**src/rtl/countdown_ctrl.sv**
```systemverilog
// countdown_ctrl: start/pause/tick front end for the 15-bit loadable up/down
// counter. Loads the counter from a preset on a start press, counts it down
// one step per tick while running, and flags when it reaches zero.
//
// Counter strobe protocol: cnt_ld and cnt_dw are single-cycle strobes that
// the counter consumes on the same rising edge. They are mutually exclusive.
// cnt_din is valid whenever cnt_ld is high. cnt_dw is never raised while
// cnt_dtc is high, so the counter cannot wrap below zero.
module countdown_ctrl #(
  parameter int WIDTH = 15
) (
  input  logic             clk,
  input  logic             rst_n,
  input  logic             start_btn,
  input  logic             pause_btn,
  input  logic             tick,
  input  logic [WIDTH-1:0] preset,
  input  logic [WIDTH-1:0] cnt_q,
  input  logic             cnt_dtc,
  output logic             cnt_ld,
  output logic [WIDTH-1:0] cnt_din,
  output logic             cnt_up,
  output logic             cnt_dw,
  output logic             running,
  output logic             paused,
  output logic             expired,
  output logic             expire_pulse,
  output logic [WIDTH-1:0] remaining,
  output logic [2:0]       dbg_state
);

  typedef enum logic [2:0] {
    IDLE   = 3'd0,
    LOAD   = 3'd1,
    CHECK  = 3'd2,
    RUN    = 3'd3,
    PAUSED = 3'd4,
    DONE   = 3'd5
  } state_t;

  state_t state;
  state_t state_nxt;

  logic start_s1, start_s2, start_s3;
  logic pause_s1, pause_s2, pause_s3;
  logic start_edge;
  logic pause_edge;

  logic [WIDTH-1:0] load_val;

  // Two-flop synchronizers plus a third flop for rising-edge detection.
  always_ff @(posedge clk or negedge rst_n) begin
    if (!rst_n) begin
      start_s1 <= 1'b0;
      start_s2 <= 1'b0;
      start_s3 <= 1'b0;
      pause_s1 <= 1'b0;
      pause_s2 <= 1'b0;
      pause_s3 <= 1'b0;
    end else begin
      start_s1 <= start_btn;
      start_s2 <= start_s1;
      start_s3 <= start_s2;
      pause_s1 <= pause_btn;
      pause_s2 <= pause_s1;
      pause_s3 <= pause_s2;
    end
  end

  assign start_edge = start_s2 & ~start_s3;
  assign pause_edge = pause_s2 & ~pause_s3;

  // Capture the preset on every start press; it feeds the counter load data.
  always_ff @(posedge clk or negedge rst_n) begin
    if (!rst_n) begin
      load_val <= '0;
    end else if (start_edge) begin
      load_val <= preset;
    end
  end

  // Registered status copy of the counter value.
  always_ff @(posedge clk or negedge rst_n) begin
    if (!rst_n) begin
      remaining <= '0;
    end else begin
      remaining <= cnt_q;
    end
  end

  // State register.
  always_ff @(posedge clk or negedge rst_n) begin
    if (!rst_n) begin
      state <= IDLE;
    end else begin
      state <= state_nxt;
    end
  end

  // Next-state logic. In RUN, reaching zero outranks a restart or pause.
  always_comb begin
    state_nxt = state;
    unique case (state)
      IDLE: begin
        if (start_edge) state_nxt = LOAD;
      end
      LOAD: begin
        state_nxt = CHECK;
      end
      CHECK: begin
        // Counter has just been loaded; a zero preset finishes immediately.
        if (cnt_dtc) state_nxt = DONE;
        else         state_nxt = RUN;
      end
      RUN: begin
        if (cnt_dtc)         state_nxt = DONE;
        else if (start_edge) state_nxt = LOAD;
        else if (pause_edge) state_nxt = PAUSED;
      end
      PAUSED: begin
        if (start_edge)      state_nxt = LOAD;
        else if (pause_edge) state_nxt = RUN;
      end
      DONE: begin
        if (start_edge) state_nxt = LOAD;
      end
      default: begin
        state_nxt = IDLE;
      end
    endcase
  end

  // Output decode. Outputs depend on the state register, so an async reset
  // clears them without waiting for a clock edge.
  always_comb begin
    cnt_ld  = 1'b0;
    cnt_dw  = 1'b0;
    running = 1'b0;
    paused  = 1'b0;
    expired = 1'b0;
    unique case (state)
      LOAD: begin
        cnt_ld = 1'b1;
      end
      RUN: begin
        running = 1'b1;
        cnt_dw  = tick & ~cnt_dtc;
      end
      PAUSED: begin
        paused = 1'b1;
      end
      DONE: begin
        expired = 1'b1;
      end
      default: begin
        cnt_ld = 1'b0;
      end
    endcase
  end

  // One-cycle pulse in the first cycle spent in DONE.
  always_ff @(posedge clk or negedge rst_n) begin
    if (!rst_n) begin
      expire_pulse <= 1'b0;
    end else begin
      expire_pulse <= ((state == RUN) || (state == CHECK)) && (state_nxt == DONE);
    end
  end

  assign cnt_din   = load_val;
  assign cnt_up    = 1'b0;
  assign dbg_state = state;

endmodule

```
**config.mk**
```make
export PLATFORM = sky130hd
export DESIGN_NAME = countdown_ctrl
export DESIGN_NICKNAME = d
export VERILOG_FILES = /design/src/rtl/countdown_ctrl.sv
export SDC_FILE = /design/constraint.sdc
export NUM_CORES = 1
export LEC_CHECK = 0
export CAP_MARGIN = 20
export CORE_MARGIN = 2
export CORE_UTILIZATION = 33
export DETAILED_ROUTE_END_ITERATION = 8
export PLACE_DENSITY = 0.74
export SYNTH_ARGS = -nofsm -noshare
export SYNTH_HDL_FRONTEND = slang
export SYNTH_SLANG_ARGS = --single-unit
```
**constraint.sdc**
```tcl
create_clock -name clk -period 2.3 [get_ports clk]
set_input_delay 0.23 -clock clk [delete_from_list [all_inputs] [get_ports clk]]
set_output_delay 0.23 -clock clk [all_outputs]
set_load 0.03 [all_outputs]
```
# After elaboration in Yosys (flattened, before gate mapping)
# Index checks and enable logic that the tools add are counted.
# totals
register_bits	40
input_bits	36
elab_cells	39
# classes
muxes	13
bitwise	6
n_reduce_logical	4
eq_ne	6
# ops
op	count
two-way mux 3 bit	7
one-hot mux 3 bit (5 select lines)	1
equality test 3 bit (second input constant)	3
equality test 3 x 2 -> 1 bit (second input constant)	2
two-way mux 1 bit	5
AND 1 bit	3
equality test 3 x 1 -> 1 bit (second input constant)	1
logical NOT 3 bit	1
inverter 1 bit	3
OR reduction 2 bit	1
logical AND 1 bit	1
logical OR 1 bit	1

# Depth between registers and ports, before layout
# Gate-level depths: netlist of the first run.
# depth
ltp_word	8
depth_mapped	5
ltp_nobuf	3

# Worst setup path before layout of the first run
# No wires, ideal clock.
# synth_timing
path_type	reg-to-output
from	register state[2] (netlist: dbg_state[2])
to	output port cnt_dw
required_time_ps	2070
arrival_ps	1369
stages_incl_launch_ff	4
slack_ps	701
path_buffers	0
cell_sequence	dfrtp_1 nand3b_1 inv_1 and3_1
# synth_via
elab_chain_cells	2
# synth_lines
element	line_no	source
start, declared	41	state_t state;
start signal, assigned	96	state <= state_nxt;
equality test 3 x 2 -> 1 bit	141	unique case (state)
two-way mux 1 bit	141	
end, declared	23	output logic cnt_dw,
# No other way between the ends.

# Worst setup path in the final report of the first run
# Ends and elaborated chain as after synthesis.

==> reports/qor.txt, run 1 <==
Status -> completed
Core ar. -> 4030 sq um
Crit path max-delay family -> buffers and inverters
CTS tree -> yes
Mapped Avg Cell Area -> 11.9 sq um
Worst min-delay path class -> input pin to asynchronous set/reset pin
Clock skew -> 0.00328 ns
Synthesized cell area -> 1400 sq um
Via count -> 1,054
Placer Congestion -> 0.758
Layout area overhead -> 60.3%
Post-CTS setup buffers -> 0
First-pass GRT wire length -> 4.86 mm
CP Cell Sequence -> nand3b_1 -> inv_1 -> and3_1 -> clkdlybuf4s50_1
RSZ-0062 raised after global routing -> false
Max cap viols -> 0
Worst-path clk slew -> 0.07 ns
Cts hold-fix bufs -> 0
Post-CTS sizing -> 0
Most frequent cells in the layout -> clkdlybuf4s50_1, nand2_1, dfrtp_1
Setup ws final -> 0.237 ns
Port bufs -> 74
Post-synth EDFFs -> 0
Io pins -> 76
Overall Power -> 1.94 mW
Die Wd -> 69.0 um
Largest net degree at the start of global routing -> 41
Row cnt -> 23
Final Non-Filler Cells -> 244
Asr flop ratio synth -> 1.00
Post-DRT Antenna Nets -> 0
Nets -> 230
GR Overflow Total -> 0
CP required -> 2.07 ns
Number of global-route vias before repair -> 1,005
Register area share after synthesis -> 0.717
Drt pass-1 iters -> 4
Ratio of total power to cell area -> 869 nW/um^2
Drt wl/cell -> 12.0 um
Max stage delay on crit path -> 0.66 ns
Yosys warning count -> 0
Leakage -> 1.02 nW
Endpoints failing setup -> 0
Initial Util -> 0.346
GRT Resource Usage Total -> 0.132
Post-Place Worst Slack -> 0.493 ns
Die Span Y -> 69.0 um
Routed vias/inst -> 4.32
Ys flop type -> dfrtp_1
Max-slew violation count -> 0
Iteration-0 DRC Markers -> 35
Die footprint -> 4760 sq um
Multi-input gate area -> 337 sq um
Crit path kind -> flop to output port
Fmax -> 485 MHz
Post-synth cell types -> 24
CP Max Fanout -> 8
Initial antenna violation count -> 0
CP endpoint kind -> output port
Final period utilization -> 0.897
Clock Sinks -> 40
Cells after DPL -> 237
Hold Vio Cnt, Final -> 0
Share of layout cells above drive strength 1 -> 0.0670
Final TNS setup -> 0 ns
Dpl hpwl -> 2.16 mm
DR DRC count -> 0
Post-synthesis register bit count -> 40
CP max stage cell -> clkdlybuf4s50_1
CTS max path bufs -> 2
H-tree depth -> 2
Worst EP arrival -> 1.83 ns
Most common cell after layout, fill and taps aside -> clkdlybuf4s50_1
Worst-Skew Late Latency -> 0.28 ns
Pin slew with the least headroom to its limit -> 0.855 ns
Startpoint Class -> flop
VDD IR max -> 0.487 mV
TritonCTS buffer count -> 5
Mapped Cells -> 117
Ant. Diodes -> 0
Buffers & Inverters on Critical Path -> 2
Area occupied by registers -> 1000 sq um
Mapped Nets -> 153
WHS -> 0.0566 ns
Tmin final -> 2.06 ns
Headroom to the max-slew limit -> 0.430
Routed wire length -> 2.93 mm
Root Buffer -> clkbuf_8
Fillers -> 346
-- cell type report --
cell class	count	area share
tap	50	0.0280
timing repair buffer	75	0.332
multi-input combinational	68	0.151
sequential	40	0.448
clock buffer	6	0.0325
clock inverter	1	0.00224
inverter	4	0.00672
-- state kept, by name, summed over array words and instances, names as in the netlist --
register and cells:
expire_pulse 1, start_s3 1, start_s2 1, pause_s3 1, cnt_din 15, pause_s2 1
remaining 15, start_s1 1, dbg_state 3, pause_s1 1
-- report_power, final --
part / switching [mW] / leakage, nW / internal (mW)
clock network: 0.211 / 0.0410 / 0.206
registers: 0.0791 / 0.480 / 0.786
logic: 0.359 / 0.502 / 0.302
-- path summary, 6_finish.rpt --
path                       cells past startpoint         start      endpoint  slack, ns
min in group clk                               0      pause_s1      pause_s2       0.35
min reg2reg                                    0      pause_s1      pause_s2       0.35
max in group asynchronous                      1         rst_n    cnt_din[5]       1.70
max                                            4  dbg_state[2]        cnt_dw       0.24
max reg2reg                                    3      start_s3  dbg_state[2]       1.01
min                                            1         rst_n  expire_pulse       0.06
-- per-layer routing --
metal / global-route usage / wire [um] / up-vias
li1: - / - / 514
met1: 0.149 / 1260 / 486
met2: 0.206 / 1350 / 50
met3: 0.0599 / 279 / 4
met4: 0.0719 / 36 / 0
met5: 0 / 0 / -
-- Yosys cell counts (2+ instances only) --
master	instances	area share
nor2_1	2	0.0054
dfrtp_1	40	0.72
nor3b_2	2	0.018
buf_4	2	0.011
inv_1	3	0.0081
nand2_1	45	0.12
a21oi_1	2	0.0072
buf_6	2	0.016
nand2b_1	4	0.018
-- metrics by stage --
step	util	cell area, sq um
after global routing	0.555	2240
final	0.555	2240
after global placement	0.536	2160
after detailed placement	0.536	2160
after floorplan	-	1400
after CTS	0.555	2240
-- cell families after synthesis --
family / Yosys count / share of synthesized area
AO/OA/AOI/OAI: 8 / 0.0422
buffers and inverters: 9 / 0.0412
flip-flops: 40 / 0.717
other: 1 / 0.00269
AND/OR/NAND/NOR: 59 / 0.196
Note: power is estimated with default switching activity, not from simulation.
==> inputs of run 2 (changes only) <==
--- a/config.mk
+++ b/config.mk
@@ -10,6 +10,7 @@
 export CORE_UTILIZATION = 33
 export DETAILED_ROUTE_END_ITERATION = 8
 export PLACE_DENSITY = 0.74
+export SLEW_MARGIN = 15
 export SYNTH_ARGS = -nofsm -noshare
 export SYNTH_HDL_FRONTEND = slang
 export SYNTH_SLANG_ARGS = --single-unit
==> results of run 2 <==
Final layout, timing and power as in run 1 (identical DEF).
==> inputs of run 3 (changes only) <==
==> constraint.sdc (replaced) <==
create_clock -name clk -period 2.05 [get_ports clk]
set_input_delay 0.205 -clock clk [delete_from_list [all_inputs] [get_ports clk]]
set_output_delay 0.205 -clock clk [all_outputs]
set_load 0.03 [all_outputs]
==> run 3 against run 2 <==
Compared with the run above: sequential share of layout area shrank 0.27 points; first-iteration DRC count up 66%; via count unchanged; critical endpoint is now running; worst setup slack worse by 0.11 ns; critical path type unchanged; utilization increased by 0.34 points; clock skew rose by 0.0020 ns; final cell count is 0.41% higher; sequential power up 12%.
==> reports/qor.txt, run 3 (synthesis results as in run 1) <==
Port bufs -> 74 (unchanged)
Max stage delay on crit path -> 0.66 ns (about the same)
DR DRC count -> 0 (unchanged)
Drt wl/cell -> 12.0 um (+0.10%)
VDD IR max -> 0.479 mV (-1.5%)
Most common cell after layout, fill and taps aside -> clkdlybuf4s50_1
Tmin final -> 1.92 ns
CP endpoint kind -> output port
Layout area overhead -> 61.3%
Dpl cell area -> 2160 sq um (unchanged)
Clock skew -> 0.00528 ns (+0.00200 ns)
Core ar. -> 4030 sq um (unchanged)
Post-DRT Antenna Nets -> 0 (unchanged)
Row cnt -> 23 (unchanged)
RSZ-0062 raised after global routing -> false
CTS tree -> yes
Hold Vio Cnt, Final -> 0 (unchanged)
Via count -> 1,054 (unchanged)
Max-slew violation count -> 0 (unchanged)
GR Overflow Total -> 0 (unchanged)
Die Span Y -> 69.0 um (unchanged)
Fillers -> 369 (+6.6%)
Worst EP arrival -> 1.72 ns (-0.11 ns)
Combinational power share -> 0.334 (-0.006)
Placer Congestion -> 0.753 (-0.65%)
Die Wd -> 69.0 um (unchanged)
Iteration-0 DRC Markers -> 58 (+66%)
Ant. Diodes -> 0 (unchanged)
Die footprint -> 4760 sq um (unchanged)
GRT Resource Usage Total -> 0.137 (+0.00564)
Final Non-Filler Cells -> 245 (+0.41%)
Clock Sinks -> 40 (unchanged)
Clock Power Share -> 0.232 (+0.017)
CP Cell Sequence -> nand3b_1 -> inv_1 -> clkdlybuf4s50_1
Max cap viols -> 0 (unchanged)
First-pass GRT wire length -> 5.14 mm (+5.7%)
CP required -> 1.85 ns (-0.22 ns)
Routed vias/inst -> 4.30 (-0.41%)
TritonCTS buffer count -> 5 (unchanged)
Drt pass-1 iters -> 4 (unchanged)
Startpoint Class -> flop
Initial antenna violation count -> 0 (unchanged)
Status -> completed
Reg2Reg Setup Slack -> 0.80 ns (-0.21 ns)
Largest net degree at the start of global routing -> 41 (unchanged)
Io pins -> 76 (unchanged)
Internal Power -> 1.49 mW (+15%)
Nets -> 230 (unchanged)
R2r worst-path depth -> 3 (unchanged)
Final period utilization -> 0.937
Root Buffer -> clkbuf_8
Ratio of total power to cell area -> 991 nW/um^2 (+14%)
Routed wire length -> 2.94 mm (+0.51%)
Worst-Skew Late Latency -> 0.28 ns (about the same)
Cts hold-fix bufs -> 0 (unchanged)
CP max stage cell -> clkdlybuf4s50_1
Initial Util -> 0.346 (unchanged)
Endpoints failing setup -> 0 (unchanged)
Pin slew with the least headroom to its limit -> 0.829 ns (-0.0264 ns)
NetSw -> 0.742 mW (+14%)
CTS max path bufs -> 2 (unchanged)
Dpl hpwl -> 2.20 mm (+2.0%)
Sw Share -> 0.333 (-0.000979)
Sequential Power Share -> 0.434 (-0.011)
Worst min-delay path class -> input pin to asynchronous set/reset pin
H-tree depth -> 2 (unchanged)
Fmax -> 521 MHz
Worst-path clk slew -> 0.07 ns (about the same)
Leakage -> 1.04 nW (+1.4%)
Crit path kind -> flop to output port
Cells after DPL -> 237 (unchanged)
Headroom to the max-slew limit -> 0.448 (+0.0176)
Finished Cell Area -> 2250 sq um (+0.62%)
Final TNS setup -> 0 ns (unchanged)
CP Max Fanout -> 8 (unchanged)
Share of layout cells above drive strength 1 -> 0.0769 (+0.00991)
Most frequent cells in the layout -> clkdlybuf4s50_1, nand2_1, dfrtp_1
Number of global-route vias before repair -> 1,070 (+6.5%)
run 3: layout make-up:
| type | instances | area (sq um) | share of cell area |
|---|---|---|---|
| clock buffer | 6 | 82.6 | 0.0367 |
| clock inverter | 2 | 10.0 | 0.00445 |
| inverter | 4 | 15.0 | 0.00667 |
| multi-input combinational | 68 | 337 | 0.150 |
| sequential | 40 | 1000 | 0.445 |
| tap | 50 | 62.6 | 0.0278 |
| timing repair buffer | 75 | 742 | 0.330 |
run 3: per-layer routing:
layer  vias to the layer above  part of all wire  GRT usage
met5                         -                 0          0
met3                         5             0.090     0.0643
met2                        49              0.46      0.209
li1                        517                 -          -
met1                       483              0.44      0.166
met4                         0             0.013     0.0588
run 3: path summary, 6_finish.rpt:
kind / start / end
setup / recovery: dbg_state[2] / running
hold / removal: rst_n / expire_pulse
setup reg to reg: start_s2 / dbg_state[0]
hold reg to reg: pause_s1 / pause_s2
max in group asynchronous: rst_n / cnt_din[13]
min in group clk: pause_s1 / pause_s2
run 3: metrics by stage:
step	setup slack (ns)	utilization	hold slack (ns)	total power, mW
after floorplan	0.476	-	-0.0906	1.39
after global placement	0.308	0.536	0.333	1.73
after detailed placement	0.298	0.536	0.336	1.74
after CTS	0.115	0.558	0.0485	2.26
after global routing	0.0495	0.558	0.0945	2.35
final	0.130	0.558	0.0134	2.23
run 3: repair_timing:
action                     CTS  global route
resized for setup            1             0
buffers inserted             0             0
setup endpoints to repair    1             0
run 3: critical path, delay by kind of cell (launching register included):
kind                   cells  cell delay [ns]
buffers and inverters      2             0.75
and+or+nand+nor            1             0.22
DFF                        1             0.46
run 3: power groups by stage:
stage | Clock, mW | Combinational [mW] | Sequential, mW
final | 0.516 | 0.745 | 0.968
after global routing | 0.575 | 0.793 | 0.983
after CTS | 0.543 | 0.754 | 0.968
after detailed placement | 0 | 0.752 | 0.983
after global placement | 0 | 0.751 | 0.975
after floorplan | 0 | 0.239 | 1.15
